File: config.mk
export PLATFORM = sky130hd
export DESIGN_NAME = led_pattern_gen_flat
export DESIGN_NICKNAME = d
export VERILOG_FILES = /design/src/rtl/led_pattern_gen_if.sv /design/src/rtl/led_pattern_gen.sv /design/src/flat_wrapper.sv
export SDC_FILE = /design/constraint.sdc
export NUM_CORES = 1
export LEC_CHECK = 0
export CAP_MARGIN = 20
export CORE_MARGIN = 2
export CORE_UTILIZATION = 64
export CTS_CLUSTER_DIAMETER = 50
export CTS_CLUSTER_SIZE = 20
export DETAILED_ROUTE_END_ITERATION = 8
export HOLD_SLACK_MARGIN = 0.03
export PLACE_DENSITY = 0.84
export SLEW_MARGIN = 20
export SYNTH_ARGS = -nofsm -noshare
export SYNTH_HDL_FRONTEND = slang
export SYNTH_SLANG_ARGS = --single-unit
File: constraint.sdc
create_clock -name CLK -period 5.2 [get_ports CLK]
set_input_delay 0.78 -clock CLK [delete_from_list [all_inputs] [get_ports CLK]]
set_output_delay 0.78 -clock CLK [all_outputs]
set_load 0.01 [all_outputs]
File: src/rtl/led_pattern_gen_if.sv
// Mode-change request channel of led_pattern_gen: valid/ready handshake carrying the requested pattern mode.
interface led_pattern_gen_if;
    logic       CFG_VALID;
    logic [1:0] CFG_MODE;
    logic       CFG_READY;

    modport master (output CFG_VALID, output CFG_MODE, input CFG_READY);
    modport slave  (input CFG_VALID, input CFG_MODE, output CFG_READY);
endinterface

File: src/rtl/led_pattern_gen.sv
// Multi-channel LED/IO pattern generator: binary count, bouncing scan, PWM breathe and static patterns
// stepped by a programmable prescaler, with a valid/ready mode-change port.
module led_pattern_gen #(
    parameter int NUM_CH       = 4,
    parameter int PRESCALE_DIV = 200000,
    parameter int PWM_BITS     = 8
) (
    input  logic              CLK,
    input  logic              RST_N,
    input  logic              ENABLE,
    input  logic [NUM_CH-1:0] PATTERN,
    output logic [NUM_CH-1:0] CH,
    output logic              TICK,
    led_pattern_gen_if.slave  cfg
);

    localparam int PRESC_W = $clog2(PRESCALE_DIV);
    localparam int POS_W   = (NUM_CH > 1) ? $clog2(NUM_CH) : 1;

    localparam logic [PRESC_W-1:0] PRESC_LAST = PRESC_W'(PRESCALE_DIV - 1);
    localparam logic [POS_W-1:0]   POS_LAST   = POS_W'(NUM_CH - 1);
    localparam logic [POS_W-1:0]   POS_PREV   = POS_W'((NUM_CH > 1) ? (NUM_CH - 2) : 0);
    localparam logic [PWM_BITS-1:0] DUTY_MAX  = {PWM_BITS{1'b1}};

    localparam logic [1:0] MODE_COUNT   = 2'd0;
    localparam logic [1:0] MODE_SCAN    = 2'd1;
    localparam logic [1:0] MODE_BREATHE = 2'd2;
    localparam logic [1:0] MODE_STATIC  = 2'd3;

    localparam logic DIR_UP   = 1'b0;
    localparam logic DIR_DOWN = 1'b1;

    logic [1:0]          mode_r;
    logic                ready_r;
    logic                tick_r;
    logic [PRESC_W-1:0]  presc_r;
    logic [PWM_BITS-1:0] pwm_cnt_r;
    logic [NUM_CH-1:0]   step_r;
    logic [POS_W-1:0]    pos_r;
    logic                dir_r;
    logic [PWM_BITS-1:0] duty_r;
    logic                duty_dir_r;
    logic [NUM_CH-1:0]   ch_r;

    logic                accept_s;
    logic                presc_wrap_s;
    logic                advance_s;
    logic [POS_W-1:0]    pos_nxt_s;
    logic                dir_nxt_s;
    logic [PWM_BITS-1:0] duty_nxt_s;
    logic                duty_dir_nxt_s;
    logic [NUM_CH-1:0]   onehot_s;
    logic [NUM_CH-1:0]   ch_nxt_s;

    // A pattern step is taken in the cycle TICK is high; a simultaneous accept discards it.
    assign accept_s     = cfg.CFG_VALID & ready_r;
    assign presc_wrap_s = (presc_r == PRESC_LAST);
    assign advance_s    = tick_r & ENABLE & ~accept_s;

    // Bouncing scan: reverse at either end without dwelling on the endpoint.
    always_comb begin
        pos_nxt_s = pos_r;
        dir_nxt_s = dir_r;
        if (NUM_CH == 1) begin
            pos_nxt_s = '0;
            dir_nxt_s = DIR_UP;
        end else if (dir_r == DIR_UP) begin
            if (pos_r == POS_LAST) begin
                pos_nxt_s = POS_PREV;
                dir_nxt_s = DIR_DOWN;
            end else begin
                pos_nxt_s = pos_r + POS_W'(1);
            end
        end else begin
            if (pos_r == '0) begin
                pos_nxt_s = POS_W'(1);
                dir_nxt_s = DIR_UP;
            end else begin
                pos_nxt_s = pos_r - POS_W'(1);
            end
        end
    end

    // Triangle ramp of the breathe duty cycle.
    always_comb begin
        duty_nxt_s     = duty_r;
        duty_dir_nxt_s = duty_dir_r;
        if (duty_dir_r == DIR_UP) begin
            if (duty_r == DUTY_MAX) begin
                duty_nxt_s     = DUTY_MAX - PWM_BITS'(1);
                duty_dir_nxt_s = DIR_DOWN;
            end else begin
                duty_nxt_s = duty_r + PWM_BITS'(1);
            end
        end else begin
            if (duty_r == '0) begin
                duty_nxt_s     = PWM_BITS'(1);
                duty_dir_nxt_s = DIR_UP;
            end else begin
                duty_nxt_s = duty_r - PWM_BITS'(1);
            end
        end
    end

    // One-hot decode of the scan position.
    always_comb begin
        onehot_s = '0;
        for (int i = 0; i < NUM_CH; i++) begin
            onehot_s[i] = (pos_r == POS_W'(i));
        end
    end

    // Channel value selected by the current mode.
    always_comb begin
        ch_nxt_s = '0;
        if (!ENABLE) begin
            ch_nxt_s = '0;
        end else begin
            case (mode_r)
                MODE_COUNT:   ch_nxt_s = step_r;
                MODE_SCAN:    ch_nxt_s = onehot_s;
                MODE_BREATHE: ch_nxt_s = {NUM_CH{pwm_cnt_r < duty_r}};
                MODE_STATIC:  ch_nxt_s = PATTERN;
                default:      ch_nxt_s = '0;
            endcase
        end
    end

    // Handshake, mode, prescaler, tick and PWM counter.
    always_ff @(posedge CLK or negedge RST_N) begin
        if (!RST_N) begin
            mode_r    <= MODE_COUNT;
            ready_r   <= 1'b1;
            tick_r    <= 1'b0;
            presc_r   <= '0;
            pwm_cnt_r <= '0;
        end else begin
            ready_r <= ~accept_s;
            if (accept_s) begin
                mode_r    <= cfg.CFG_MODE;
                tick_r    <= 1'b0;
                presc_r   <= '0;
                pwm_cnt_r <= '0;
            end else if (ENABLE) begin
                tick_r    <= presc_wrap_s;
                presc_r   <= presc_wrap_s ? '0 : (presc_r + PRESC_W'(1));
                pwm_cnt_r <= pwm_cnt_r + PWM_BITS'(1);
            end else begin
                tick_r <= 1'b0;
            end
        end
    end

    // Per-mode pattern state, advanced once per step.
    always_ff @(posedge CLK or negedge RST_N) begin
        if (!RST_N) begin
            step_r     <= '0;
            pos_r      <= '0;
            dir_r      <= DIR_UP;
            duty_r     <= '0;
            duty_dir_r <= DIR_UP;
        end else if (accept_s) begin
            step_r     <= '0;
            pos_r      <= '0;
            dir_r      <= DIR_UP;
            duty_r     <= '0;
            duty_dir_r <= DIR_UP;
        end else if (advance_s) begin
            case (mode_r)
                MODE_COUNT: step_r <= step_r + NUM_CH'(1);
                MODE_SCAN: begin
                    pos_r <= pos_nxt_s;
                    dir_r <= dir_nxt_s;
                end
                MODE_BREATHE: begin
                    duty_r     <= duty_nxt_s;
                    duty_dir_r <= duty_dir_nxt_s;
                end
                default: step_r <= step_r;
            endcase
        end else begin
            step_r <= step_r;
        end
    end

    // Registered channel outputs.
    always_ff @(posedge CLK or negedge RST_N) begin
        if (!RST_N) begin
            ch_r <= '0;
        end else begin
            ch_r <= ch_nxt_s;
        end
    end

    assign CH            = ch_r;
    assign TICK          = tick_r;
    assign cfg.CFG_READY = ready_r;

endmodule
File: src/flat_wrapper.sv
// flat-port wrapper written by rule: the top's interface ports become plain ports
module led_pattern_gen_flat 
#(
    parameter int NUM_CH       = 4,
    parameter int PRESCALE_DIV = 200000,
    parameter int PWM_BITS     = 8
)
  (CLK, RST_N, ENABLE, PATTERN, CH, TICK, cfg_CFG_VALID, cfg_CFG_MODE, cfg_CFG_READY);
  led_pattern_gen_if cfg_i ();
  input  logic CLK;
  input  logic RST_N;
  input  logic ENABLE;
  input  logic [NUM_CH-1:0] PATTERN;
  output logic [NUM_CH-1:0] CH;
  output logic TICK;
  input wire logic [$bits(cfg_i.CFG_VALID)-1:0] cfg_CFG_VALID;
  input wire logic [$bits(cfg_i.CFG_MODE)-1:0] cfg_CFG_MODE;
  output wire logic [$bits(cfg_i.CFG_READY)-1:0] cfg_CFG_READY;
  assign cfg_i.CFG_VALID = cfg_CFG_VALID;
  assign cfg_i.CFG_MODE = cfg_CFG_MODE;
  assign cfg_CFG_READY = cfg_i.CFG_READY;
  led_pattern_gen #(.NUM_CH(NUM_CH), .PRESCALE_DIV(PRESCALE_DIV), .PWM_BITS(PWM_BITS)) u_core (.CLK(CLK), .RST_N(RST_N), .ENABLE(ENABLE), .PATTERN(PATTERN), .CH(CH), .TICK(TICK), .cfg(cfg_i));
endmodule
==> flow_metrics.env <==
export IMPL_outcome="completed"
export IMPL_max_cap_violations=0
export IMPL_antenna_found_initial=0
export IMPL_min_period_ns=2.478
export IMPL_yosysWarnings=0
export IMPL_vias=2539
export IMPL_ant_nets=0
export IMPL_die_area_um2=5124
export IMPL_cts_clk_slew_worst_paths_ns=0.09
export IMPL_dr_pass1_iters=5
export IMPL_dpl_instance_area_um2=3093
export IMPL_cts_tree="done"
export IMPL_final_hold_viol_count=0
export IMPL_cts_hold_fix_buffers=0
export IMPL_first_global_vias=2445
export IMPL_layout_drive_gt1_share=0.05294
export IMPL_rr_startpoint="u_core.duty_r[0]"
export IMPL_fmax_mhz=403.5
export IMPL_grt_max_degree=51
export IMPL_gp_congestion=0.8795
export IMPL_postCtsSetupBuffers=0
export IMPL_syn_area_um2=2923
export IMPL_powerDensity_nw_per_um2=262.7
export IMPL_port_buffers=15
export IMPL_fill_cells=334
export IMPL_route_detailed_drc=0
export IMPL_hold_path_depth=1
export IMPL_htreeDepth=2
export IMPL_dp_hpwl_um=4521
export IMPL_row_count=24
export IMPL_hp_start="u_core.presc_r[0]"
export IMPL_async_flop_share=1.000
export IMPL_crit_required_ns=5.41
export IMPL_period_share=0.4766
export IMPL_fin_tns_setup_ns=0
export IMPL_multiInputGateArea_um2=1551
export IMPL_cts_path_max_buffers=2
export IMPL_setup_violations_final=0
export IMPL_hp_class="register to register"
export IMPL_grt_remaining_overflow=0
export IMPL_startpoint_type="input pin"
export IMPL_slew_headroom=0.5795
export IMPL_grt_total_usage=0.2702
export IMPL_path_class="input pin to register"
export IMPL_syn_num_nets=351
export IMPL_skew_ns=0.007619
export IMPL_min_to="u_core.presc_r[0]"
export IMPL_core_um2=4384
export IMPL_synth_cells=329
export IMPL_end_kind="register"
export IMPL_synth_ff_type="dfrtp_1"
export IMPL_synth_edf_count=0
export IMPL_crit_fanout=16
export IMPL_wl_per_cell_um=16.28
export IMPL_reg2reg_slack_ns=3.04
export IMPL_num_antenna_cells=0
export IMPL_reg2reg_depth=7
export IMPL_synth_seq_cells=50
export IMPL_seq_area_frac_synth=0.4285
export IMPL_cts_buffers_inserted=5
export IMPL_leakage_nw=1.380
export IMPL_clock_sinks=50
export IMPL_syn_avg_cell_area_um2=8.884
export IMPL_grt_pass1_wl_um=11140
export IMPL_cts_resized=0
export IMPL_start_util=0.6667
export IMPL_cp_arrival_ns=2.69
export IMPL_nets=361
export IMPL_finalInstanceArea_um2=3231
export IMPL_routed_wl_um=6382
export IMPL_ir_drop_mv=0.1849
export IMPL_ios=16
export IMPL_syn_to_final_growth_pct=10.53
export IMPL_post_synth_num_cell_types=52
export IMPL_power_total_w=0.0008488
export IMPL_die_h_um=71.58
export IMPL_drtIter0Drc=240
export IMPL_rr_endpoint="u_core.duty_r[5]"
export IMPL_insertion_delay_ns=0.30
export IMPL_rsz0062_at_grt="no"
export IMPL_via_per_inst=6.477
export IMPL_chipWidth_um=71.58
export IMPL_tightest_slew_ns=0.6307
export IMPL_root_buffer="clkbuf_8"
export IMPL_slew_violations=0
export IMPL_seq_area_um2=1252
## final cells by class
| cell class | instances | share of cell area |
|---|---|---|
| Sequential cell | 50 | 0.3877 |
| Inverter | 15 | 0.01743 |
| Clock buffer | 5 | 0.02130 |
| Tap cell | 52 | 0.02014 |
| Multi-Input combinational cell | 249 | 0.4802 |
| Timing Repair Buffer | 18 | 0.05190 |
| Clock inverter | 3 | 0.02130 |
## synthesized netlist by cell type, types with 3 or more instances
library cell	number	area, um^2
o311ai_1	4	35.03
and2_1	3	18.77
nand3_1	21	105.1
or3_1	7	43.79
clkbuf_1	7	26.28
a21oi_1	16	80.08
nor2_1	28	105.1
buf_1	3	11.26
o31ai_1	3	22.52
nor3_1	12	60.06
nand2_1	33	123.9
mux2i_1	4	40.04
and4_1	3	26.28
xnor2_1	6	52.55
a211oi_1	3	22.52
nand4_1	13	81.33
xor2_1	10	87.58
o21ai_0	26	130.1
nor4_1	3	18.77
dfrtp_1	49	1226
inv_1	15	56.30
buf_2	4	20.02
ha_1	12	150.1
o221a_2	4	45.04
and3_1	7	43.79
## routing by layer
layer  GRT usage  wire length [um]  vias to the layer above
met4     0.08805                54                        0
li1            -                 -                     1229
met2      0.4403              3161                       73
met5           0                 0                        -
met3     0.03516               247                        8
met1      0.3772              2918                     1229
## critical path, cell delays in order
cell             delay [ns]
clkdlybuf4s50_1        0.75
buf_4                  0.31
a21o_1                 0.15
nand3_1                0.10
or3_1                  0.32
a221oi_1               0.27
## cells in the final DEF (no fill, tap or decap), drive strengths merged, types with 3 or more instances in the layout
cell,synthesis,final
o21ai,27,27
nand3,21,21
o31ai,3,3
clkdlybuf4s50,0,14
a21boi,3,3
dfrtp,49,49
o221a,4,4
nor2,28,28
and2,3,3
nor4,3,3
or3,7,7
nand4,13,13
nand2,34,34
xor2,10,10
inv,15,15
buf,7,4
ha,12,12
clkbuf,8,5
o311ai,4,4
and3,7,7
a211oi,3,3
xnor2,6,6
nor3,12,12
mux2i,4,4
and4,3,3
a21oi,16,16
## stage by stage
step / hold WS, ns / cells / utilization / worst slack, ns
after floorplan: 0.4811 / 329 / - / 3.271
after global placement: 0.5183 / 384 / 0.7055 / 2.493
after detailed placement: 0.5193 / 384 / 0.7055 / 2.395
after CTS: 0.5375 / 392 / 0.7369 / 2.741
after global routing: 0.5700 / 392 / 0.7369 / 2.538
final: 0.5364 / 392 / 0.7369 / 2.722
## cells by family after synthesis
kind of cell    Yosys count  share of synthesized area
simple gates            141                     0.2466
compound gates           76                     0.1712
flops                    50                     0.4285
buf+inv                  30                    0.04067
xor+xnor                 16                    0.04794
fa+ha+maj                12                    0.05137
mux                       4                    0.01370
## registers in the layout, summed over array words and instances, names as in the netlist
register,count
u_core.duty_dir_r,1
u_core.pos_r,2
u_core.step_r,4
u_core.TICK,1
u_core.duty_r,8
u_core.cfg.CFG_READY,1
u_core.CH,4
u_core.pwm_cnt_r,8
u_core.dir_r,1
u_core.presc_r,18
u_core.mode_r,2
## power by group
part	total [W]	internal [W]	switching (W)
clock network	0.000325	0.000193	0.000132
logic	0.0000985	0.0000431	0.0000555
registers	0.000426	0.000405	0.0000205
total	0.000849	0.000641	0.000208
## worst max-delay path by stage
| stage | slack [ns] | start | depth (start not counted) | end |
|---|---|---|---|---|
| finish | 2.72 | ENABLE | 6 | u_core.presc_r[13] |
| global route | 2.54 | ENABLE | 7 | u_core.presc_r[17] |
| CTS | 2.74 | ENABLE | 6 | u_core.presc_r[13] |
| detailed placement | 2.40 | ENABLE | 6 | u_core.presc_r[13] |
| global placement | 2.49 | ENABLE | 6 | u_core.duty_r[2] |
| floorplan | 3.27 | cfg_CFG_VALID | 7 | u_core.duty_r[5] |
Power figures use the tool's default switching activity.
